--- config.mk ---
export PLATFORM = sky130hd
export DESIGN_NAME = regfile_sb
export DESIGN_NICKNAME = d
export VERILOG_FILES = /design/src/rtl/regfile_pkg.sv /design/src/rtl/regfile_scoreboard.sv /design/src/rtl/regfile_sb.sv
export SDC_FILE = /design/constraint.sdc
export NUM_CORES = 2
export LEC_CHECK = 0
export CAP_MARGIN = 20
export CORE_MARGIN = 8
export CORE_UTILIZATION = 50
export DETAILED_ROUTE_END_ITERATION = 6
export DONT_BUFFER_PORTS = 1
export PLACE_DENSITY = 0.69
export REMOVE_ABC_BUFFERS = 1
export SLEW_MARGIN = 20
export SYNTH_ARGS = -nofsm -noshare
export SYNTH_HDL_FRONTEND = slang
export SYNTH_SLANG_ARGS = --single-unit
--- constraint.sdc ---
create_clock -name clk -period 4.2 [get_ports clk]
set_input_delay 1.26 -clock clk [delete_from_list [all_inputs] [get_ports clk]]
set_output_delay 1.26 -clock clk [all_outputs]
set_load 0.02 [all_outputs]
--- src/rtl/regfile_pkg.sv ---
// rtl/regfile_pkg.sv - shared types and default sizing for the register file
package regfile_pkg;

    typedef enum logic {
        ST_IDLE  = 1'b0,
        ST_CLEAR = 1'b1
    } rf_state_t;

    localparam int DEF_XLEN  = 32;
    localparam int DEF_NREGS = 32;
    localparam int DEF_NRD   = 2;

endpackage

--- src/rtl/regfile_scoreboard.sv ---
// rtl/regfile_scoreboard.sv - per-register pending-write bits with per-port lookup
module regfile_scoreboard
    import regfile_pkg::*;
#(
    parameter  int NREGS  = DEF_NREGS,
    parameter  int NRD    = DEF_NRD,
    parameter  int BYPASS = 1,
    localparam int AW     = $clog2(NREGS)
) (
    input  logic              clk,
    input  logic              rst_n,
    input  logic              claim_en,
    input  logic [AW-1:0]     claim_addr,
    input  logic              rel_en,
    input  logic [AW-1:0]     rel_addr,
    input  logic              clr_en,
    input  logic [AW-1:0]     clr_addr,
    input  logic [NRD*AW-1:0] rd_addr,
    output logic [NRD-1:0]    rd_busy
);

    logic [NREGS-1:0] busy;

    // Claim is applied after release so a same-address pair leaves the bit set.
    always_ff @(posedge clk or negedge rst_n) begin
        if (!rst_n) begin
            busy <= '0;
        end else if (clr_en) begin
            busy[clr_addr] <= 1'b0;
        end else begin
            if (rel_en) begin
                busy[rel_addr] <= 1'b0;
            end
            if (claim_en) begin
                busy[claim_addr] <= 1'b1;
            end
        end
    end

    for (genvar k = 0; k < NRD; k++) begin : g_lookup
        logic [AW-1:0] ra;
        logic          fwd;
        assign ra  = rd_addr[k*AW +: AW];
        assign fwd = (BYPASS != 0) && rel_en && (rel_addr == ra)
                     && !(claim_en && (claim_addr == ra));
        assign rd_busy[k] = busy[ra] && !fwd;
    end

endmodule

--- src/rtl/regfile_sb.sv ---
// rtl/regfile_sb.sv - multi-port register file with busy scoreboard and sweep clear
module regfile_sb
    import regfile_pkg::*;
#(
    parameter  int XLEN   = DEF_XLEN,
    parameter  int NREGS  = DEF_NREGS,
    parameter  int NRD    = DEF_NRD,
    parameter  int BYPASS = 1,
    localparam int AW     = $clog2(NREGS)
) (
    input  logic                clk,
    input  logic                rst_n,
    input  logic                i_wr_en,
    input  logic [AW-1:0]       i_wr_addr,
    input  logic [XLEN-1:0]     i_wr_data,
    input  logic [NRD*AW-1:0]   i_rd_addr,
    output logic [NRD*XLEN-1:0] o_rd_data,
    output logic [NRD-1:0]      o_rd_busy,
    input  logic                i_claim_en,
    input  logic [AW-1:0]       i_claim_addr,
    input  logic                i_clear,
    output logic                o_ready
);

    localparam logic [AW-1:0] LAST = AW'(NREGS - 1);

    rf_state_t       state;
    rf_state_t       state_nxt;
    logic [AW-1:0]   idx;
    logic            clr_active;
    logic            wr_acc;
    logic            claim_acc;
    logic [XLEN-1:0] regs [NREGS];

    // rst_n gating keeps the forwarding path from leaking data while in reset.
    assign wr_acc    = rst_n && o_ready && !i_clear && i_wr_en && (i_wr_addr != '0);
    assign claim_acc = rst_n && o_ready && !i_clear && i_claim_en && (i_claim_addr != '0);

    always_ff @(posedge clk or negedge rst_n) begin
        if (!rst_n) begin
            state <= ST_IDLE;
        end else begin
            state <= state_nxt;
        end
    end

    always_comb begin
        state_nxt = state;
        case (state)
            ST_IDLE:  if (i_clear) state_nxt = ST_CLEAR;
            ST_CLEAR: if (idx == LAST) state_nxt = ST_IDLE;
            default:  state_nxt = ST_IDLE;
        endcase
    end

    always_comb begin
        o_ready    = (state == ST_IDLE);
        clr_active = (state == ST_CLEAR);
    end

    // Register 0 is hardwired, so the sweep starts at 1.
    always_ff @(posedge clk or negedge rst_n) begin
        if (!rst_n) begin
            idx <= '0;
        end else if (o_ready && i_clear) begin
            idx <= AW'(1);
        end else if (clr_active) begin
            idx <= (idx == LAST) ? '0 : idx + AW'(1);
        end
    end

    always_ff @(posedge clk or negedge rst_n) begin
        if (!rst_n) begin
            for (int i = 0; i < NREGS; i++) begin
                regs[i] <= '0;
            end
        end else if (clr_active) begin
            regs[idx] <= '0;
        end else if (wr_acc) begin
            regs[i_wr_addr] <= i_wr_data;
        end
    end

    for (genvar k = 0; k < NRD; k++) begin : g_rd
        logic [AW-1:0] ra;
        logic          fwd;
        assign ra  = i_rd_addr[k*AW +: AW];
        assign fwd = (BYPASS != 0) && wr_acc && (i_wr_addr == ra);
        assign o_rd_data[k*XLEN +: XLEN] = fwd ? i_wr_data : regs[ra];
    end

    regfile_scoreboard #(
        .NREGS  (NREGS),
        .NRD    (NRD),
        .BYPASS (BYPASS)
    ) u_scoreboard (
        .clk        (clk),
        .rst_n      (rst_n),
        .claim_en   (claim_acc),
        .claim_addr (i_claim_addr),
        .rel_en     (wr_acc),
        .rel_addr   (i_wr_addr),
        .clr_en     (clr_active),
        .clr_addr   (idx),
        .rd_addr    (i_rd_addr),
        .rd_busy    (o_rd_busy)
    );

endmodule

## Word-level counts from Yosys, hierarchy flattened

Cells that the tools add are included.

- Flip-flop bits (word level): 1,062
- Input port bits: 57
- Output and inout port bits: 67
- Word-level logic and storage cells: 131

- $add $sub $neg: 1
- Order comparisons: 14
- Eq/ne operators: 5
- Multiplexer cells: 35
- Bitwise operators: 12
- Reductions and logical operators: 29

Operators with widths:

| operator | number |
|---|---|
| 2-to-1 mux 1024 bit | 2 |
| bitwise AND 1024 bit | 1 |
| bitwise mux 1024 bit | 1 |
| NOT 1024 bit | 1 |
| 2-to-1 mux 32 bit | 12 |
| binary-select mux 32 bit (select 5 bit) | 2 |
| demux 32 bit (select 5 bit) | 2 |
| bitwise AND 32 bit | 2 |
| NOT 32 bit | 2 |
| bitwise OR 32 bit | 1 |
| < comparator 5 x 6 -> 1 bit, second input constant | 5 |
| >= comparator 6 bit, second input constant | 4 |
| NOT 5 -> 6 bit | 4 |
| equality test 5 bit | 4 |
| logical AND 1 bit | 20 |
| demux 1 bit (select 5 bit) | 3 |
| >= comparator 5 x 1 -> 1 bit, second input constant | 3 |
| 2-to-1 mux 5 bit | 3 |
| < comparator 6 x 1 -> 1 bit, second input constant | 2 |
| binary-select mux 1 bit (select 5 bit) | 2 |
| nonzero test 5 bit | 2 |
| 2-to-1 mux 1 bit | 7 |
| adder 5 x 1 -> 5 bit, second input constant | 1 |
| equality test 5 bit, second input constant | 1 |
| 4 further kinds | 9 |

## Logic depth before layout (Yosys ltp)

- Depth after elaboration: 11
- Depth in mapped cells: 9
- Gate-level depth less buffers: 5

## Modules after synthesis

A second synthesis with hierarchy kept.

- Cell total of the unflattened synthesis: 4,222
- Area total of the unflattened synthesis: 55,964.9 µm²

Modules (own cells, without submodules):

| module | times used | cells an instance | area an instance (µm²) | sequential area each (µm²) |
|---|---|---|---|---|
| regfile_sb | 1 | 3,930 | 53,358.7 | 25,774.7 |
| regfile_scoreboard | 1 | 292 | 2,606.2 | 800.8 |

## Least setup slack after synthesis

OpenSTA, ideal clock, no wires.

- Kind: input to output
- From: in i_rd_addr[0]
- To: out o_rd_busy[0]
- Arrival time: 2,942 ps
- Data required time: 2,940 ps
- Path slack: -2 ps
- Stages on the path: 9
- Path buffers: 4
- Cell sequence: buf_2 -> buf_2 -> buf_4 -> buf_4 -> mux2i_1 -> a221oi_1 -> a22o_1 -> nor2_1 -> a21oi_1

- Longest elaborated chain between the ends: 6
- Elaborated cells on any way between the ends: 10
- Those cells by class: eq/ne: 2; mux: 2; reduce/logical: 6

RTL lines:

| element | line | text |
|---|---|---|
| start: declaration | regfile_sb.sv:16 | `input logic [NRD*AW-1:0] i_rd_addr,` |
| parallel branches: the longest is 5 deep, another holds binary-select mux 1 bit (select 5 bit) | -- |  |
| logical AND 1 bit * | regfile_scoreboard.sv:46 | `assign rd_busy[k] = busy[ra] && !fwd;` |
| end: declaration | regfile_sb.sv:18 | `output logic [NRD-1:0] o_rd_busy,` |

Mark *: on every way between the ends. The select of a mux whose other input is x is not followed.

## Worst setup path after layout

- From: in i_rd_addr[5]
- To: out o_rd_data[39]

- Longest elaborated chain between the ends: 5
- Elaborated cells on any way between the ends: 7
- Those cells by class: eq/ne: 1; mux: 4; bitwise: 1; reduce/logical: 1

RTL lines:

| element | line | text |
|---|---|---|
| NOT 5 -> 6 bit (not written as such) | regfile_sb.sv:89 | `assign o_rd_data[k*XLEN +: XLEN] = fwd ? i_wr_data : regs[ra];` |
| binary-select mux 32 bit (select 5 bit) | regfile_sb.sv:89 |  |
| 2-to-1 mux 32 bit (not written as such) (2 in series) | regfile_sb.sv:89 |  |
| 2-to-1 mux 32 bit * | regfile_sb.sv:89 |  |
| end: declaration | regfile_sb.sv:17 | `output logic [NRD*XLEN-1:0] o_rd_data,` |

Mark *: on every way between the ends. The rest lies on a longest branch, timed or not. The select of a mux whose other input is x is not followed.

==> results by group <==
Status
  – Status: complete, but fails checks
  – Failing checks: slew limit, setup timing

Route
  – Vias/cell: approximately 7.9
  – Max Used Layer: met4
  – Antenna Nets Post-Route: 0
  – Wire length on met2: 89.4 mm
  – DRC Markers: 0
  – Drt pass-1 iters: 5
  – Routed len/inst: between 30 and 40 um
  – Final wirelength: a little over 200 mm
  – Via count: slightly above 40,000
  – Met3 WL: approximately 26 mm
  – DRT iter0 DRCs: 6,221
  – Met1 wire length: 72.4 mm

STA
  – Unrepaired setup endpoints after global routing: true
  – Final period util: 129%
  – Min Tclk post-route: around 5.4 ns
  – Worst Tran Pin Value: around 1.9 ns
  – Final worst slack: -1.20 ns
  – Final hold vios: 0
  – Max-slew violation count: slightly below 100
  – Rel. slew slack: -24.0%
  – Hold_ws: 0.245 ns
  – Clock Skews: approximately 0.034 ns
  – Final setup viols: 66
  – Fmax: roughly 190 MHz

Critical path
  – Worst setup EP type: primary output
  – R2R Setup Slk: 1.00 ns
  – Cell Chain, Critical Path: mux4_2 -> o22ai_1 -> nor4_1 -> buf_4 -> mux2_2
  – Reg-to-Reg End: regs[922]
  – R2r startpoint: clr_active
  – Critical-path top delay cell: mux4_2
  – Worst EP arrival: 4.14 ns
  – Stages on worst setup path: 5
  – CP Max Fanout: roughly 270
  – Worst setup SP type: input pin
  – CP delay by family, top: multiplexers
  – Req. time, crit path: 2.94 ns
  – Register-to-Register Path Depth: 7
  – Critical path class: input pin to primary output
  – Buffer and inverter count on the worst path: 1
  – Max stage delay on crit path: between 1 and 1.5 ns

Floorplanning
  – Starting density of the core: 50.2%
  – Chip height: roughly 350 um
  – DIE AREA: around 120,000 um2
  – Die X: approximately 350 um
  – Core ar.: around 110,000 um2
  – I/O pins: approximately 120
  – Cell Rows: roughly 120

CTS
  – Clock Path Buffers: 3
  – TritonCTS clock tree: yes
  – Clk sinks: 1,062
  – Clk_lat worst skew: 0.73 ns
  – H-tree levels: 3
  – Clock slew at reported path FFs: about 0.060 ns
  – Hold Buf Count CTS: 0
  – Root buf cell: clkbuf_16
  – Total CTS buffers: about 110

Yosys
  – Avg Inst Size Synth: 14.0 um2
  – Top cells by area, synth: dfrtp_1, mux4_2, a22o_1
  – EDFF count, synth: 0
  – Largest area contributor in the netlist: dfrtp_1
  – Mapped Area: ~54,000 um2
  – Unique masters post-synth: 55
  – Synth cell count leaders: dfrtp_1, a22o_1, mux4_2
  – Mapped Cells: about 4,000
  – Post-synthesis register bit count: approximately 1,100
  – Most frequent cell after synthesis: dfrtp_1
  – Top_reg_cell synth: dfrtp_1
  – Seq/Total Area, Yosys: between 40 and 50%
  – Post-synth top area share: between 40% and 50%
  – Synth warn: 0
  – Asr flop ratio synth: 100%

Power and ir drop
  – Leak pwr: approximately 0.027 uW
  – Worst vdd ir: roughly 0.00037 V
  – Pwr Density: a little over 400 nW/um2

Cells and area
  – Design Area, Final: 61,100 um2
  – Post-layout util: about 56%
  – Area growth syn-to-layout: 12.4%
  – Ratio of cells with drive above 1 in the final layout: 29.6%
  – Diode count: 0
  – Final Net Count: 3,777

Place
  – DP Worst Slack: -0.472 ns
  – DP Wirelength: between 100 and 150 mm
  – Placer Congestion: 0.901
  – IO Port Bufs: 0
  – Placed Area: 56,600 um2

Job
  – Max-Cap Viols: 0

Global route
  – Number of global-route vias before repair: between 40,000 and 50,000
  – Antenna violations before repair: 1
  – Final global-route overflow total: 0
  – First-pass GRT wire length: 293 mm
  – Largest net degree at the start of global routing: between 1,000 and 1,500
  – Gr usage total: 32.8%

Min path
  – Hold Crit Class: input pin to async pin
-- metrics by stage --
| step | std cells | power, uW | setup TNS [ns] |
|---|---|---|---|
| after floorplan | 3368 | 12700 | -117.87 |
| after global placement | 5001 | 14300 | -23.52 |
| after detailed placement | 5001 | 14400 | -28.97 |
| after CTS | 5215 | 24400 | -11.24 |
| after global routing | 5219 | 25300 | -16.18 |
| final | 5219 | 24700 | -45.00 |
-- power breakdown --
part           internal (uW)  switching [uW]  total [uW]
clock                   5790            4330       10100
combinational           1330            2400        3720
sequential             10600             317       10900
-- final cells by class --
type	instances	area [um2]
well taps	1414	1770
multi-input cells	2291	26500
repair buffers	234	2500
clock buffers	160	3250
flip-flops and latches	1062	26600
clock inverters	43	464
fillers	8461	47300
inverters	15	56.3
-- cell families (layout without fill, tap and decap cells) --
kind of cell	Yosys count	in the layout	share of synthesized area (%)
buf+inv	543	452	4.13
compound gates	1347	1347	19.9
fa+ha+maj	5	5	0.115
xor+xnor	22	22	0.354
mux	601	601	23.5
simple gates	316	316	3.13
flops	1062	1062	48.9
-- layer usage --
layer	GRT usage, %	vias to the layer above
li1	-	15500
met1	42.8	21600
met2	48.4	3370
met3	9.99	785
met4	19.7	0
met5	0	-
-- registers in the layout (all words and copies together), names as in the netlist --
signal             count
idx                    5
clr_active             1
regs                1024
u_scoreboard.busy     32
-- worst max path at each step --
stage,start,to
2_1_floorplan,i_clear,regs[32]
4_1_cts,rst_n,o_rd_data[23]
6_report,i_rd_addr[5],o_rd_data[39]
5_1_grt,i_rd_addr[5],o_rd_data[38]
3_5_place_dp,rst_n,o_rd_data[51]
3_3_place_gp,rst_n,o_rd_data[30]
-- cells in the final DEF, fill, tap and decap left out, types with 12 or more instances in the layout --
cell / Yosys / final
dfrtp_1: 1062 / 1062
a22o_1: 977 / 977
mux4_2: 525 / 525
o22ai_1: 252 / 228
buf_4: 3 / 179
clkbuf_16: 0 / 116
nand2_1: 99 / 90
nor4_1: 66 / 58
o21ai_0: 50 / 49
buf_12: 0 / 40
and2_1: 35 / 35
mux2_4: 29 / 34
a21oi_4: 0 / 31
mux2_2: 35 / 30
clkinv_2: 0 / 28
clkbuf_1: 352 / 24
nor2_4: 0 / 22
clkbuf_8: 0 / 22
nor2_1: 35 / 21
o22ai_2: 0 / 20
inv_1: 14 / 14
mux2i_1: 12 / 12
-- what timing repair did --
action | CTS | global route
setup buffers | 6 | 4
gates resized for setup | 30 | 59
pin swaps | 6 | 9
setup endpoints to repair | 66 | 66
gates cloned | 5 | 2
No activity file was read; power rests on OpenSTA's default activity.
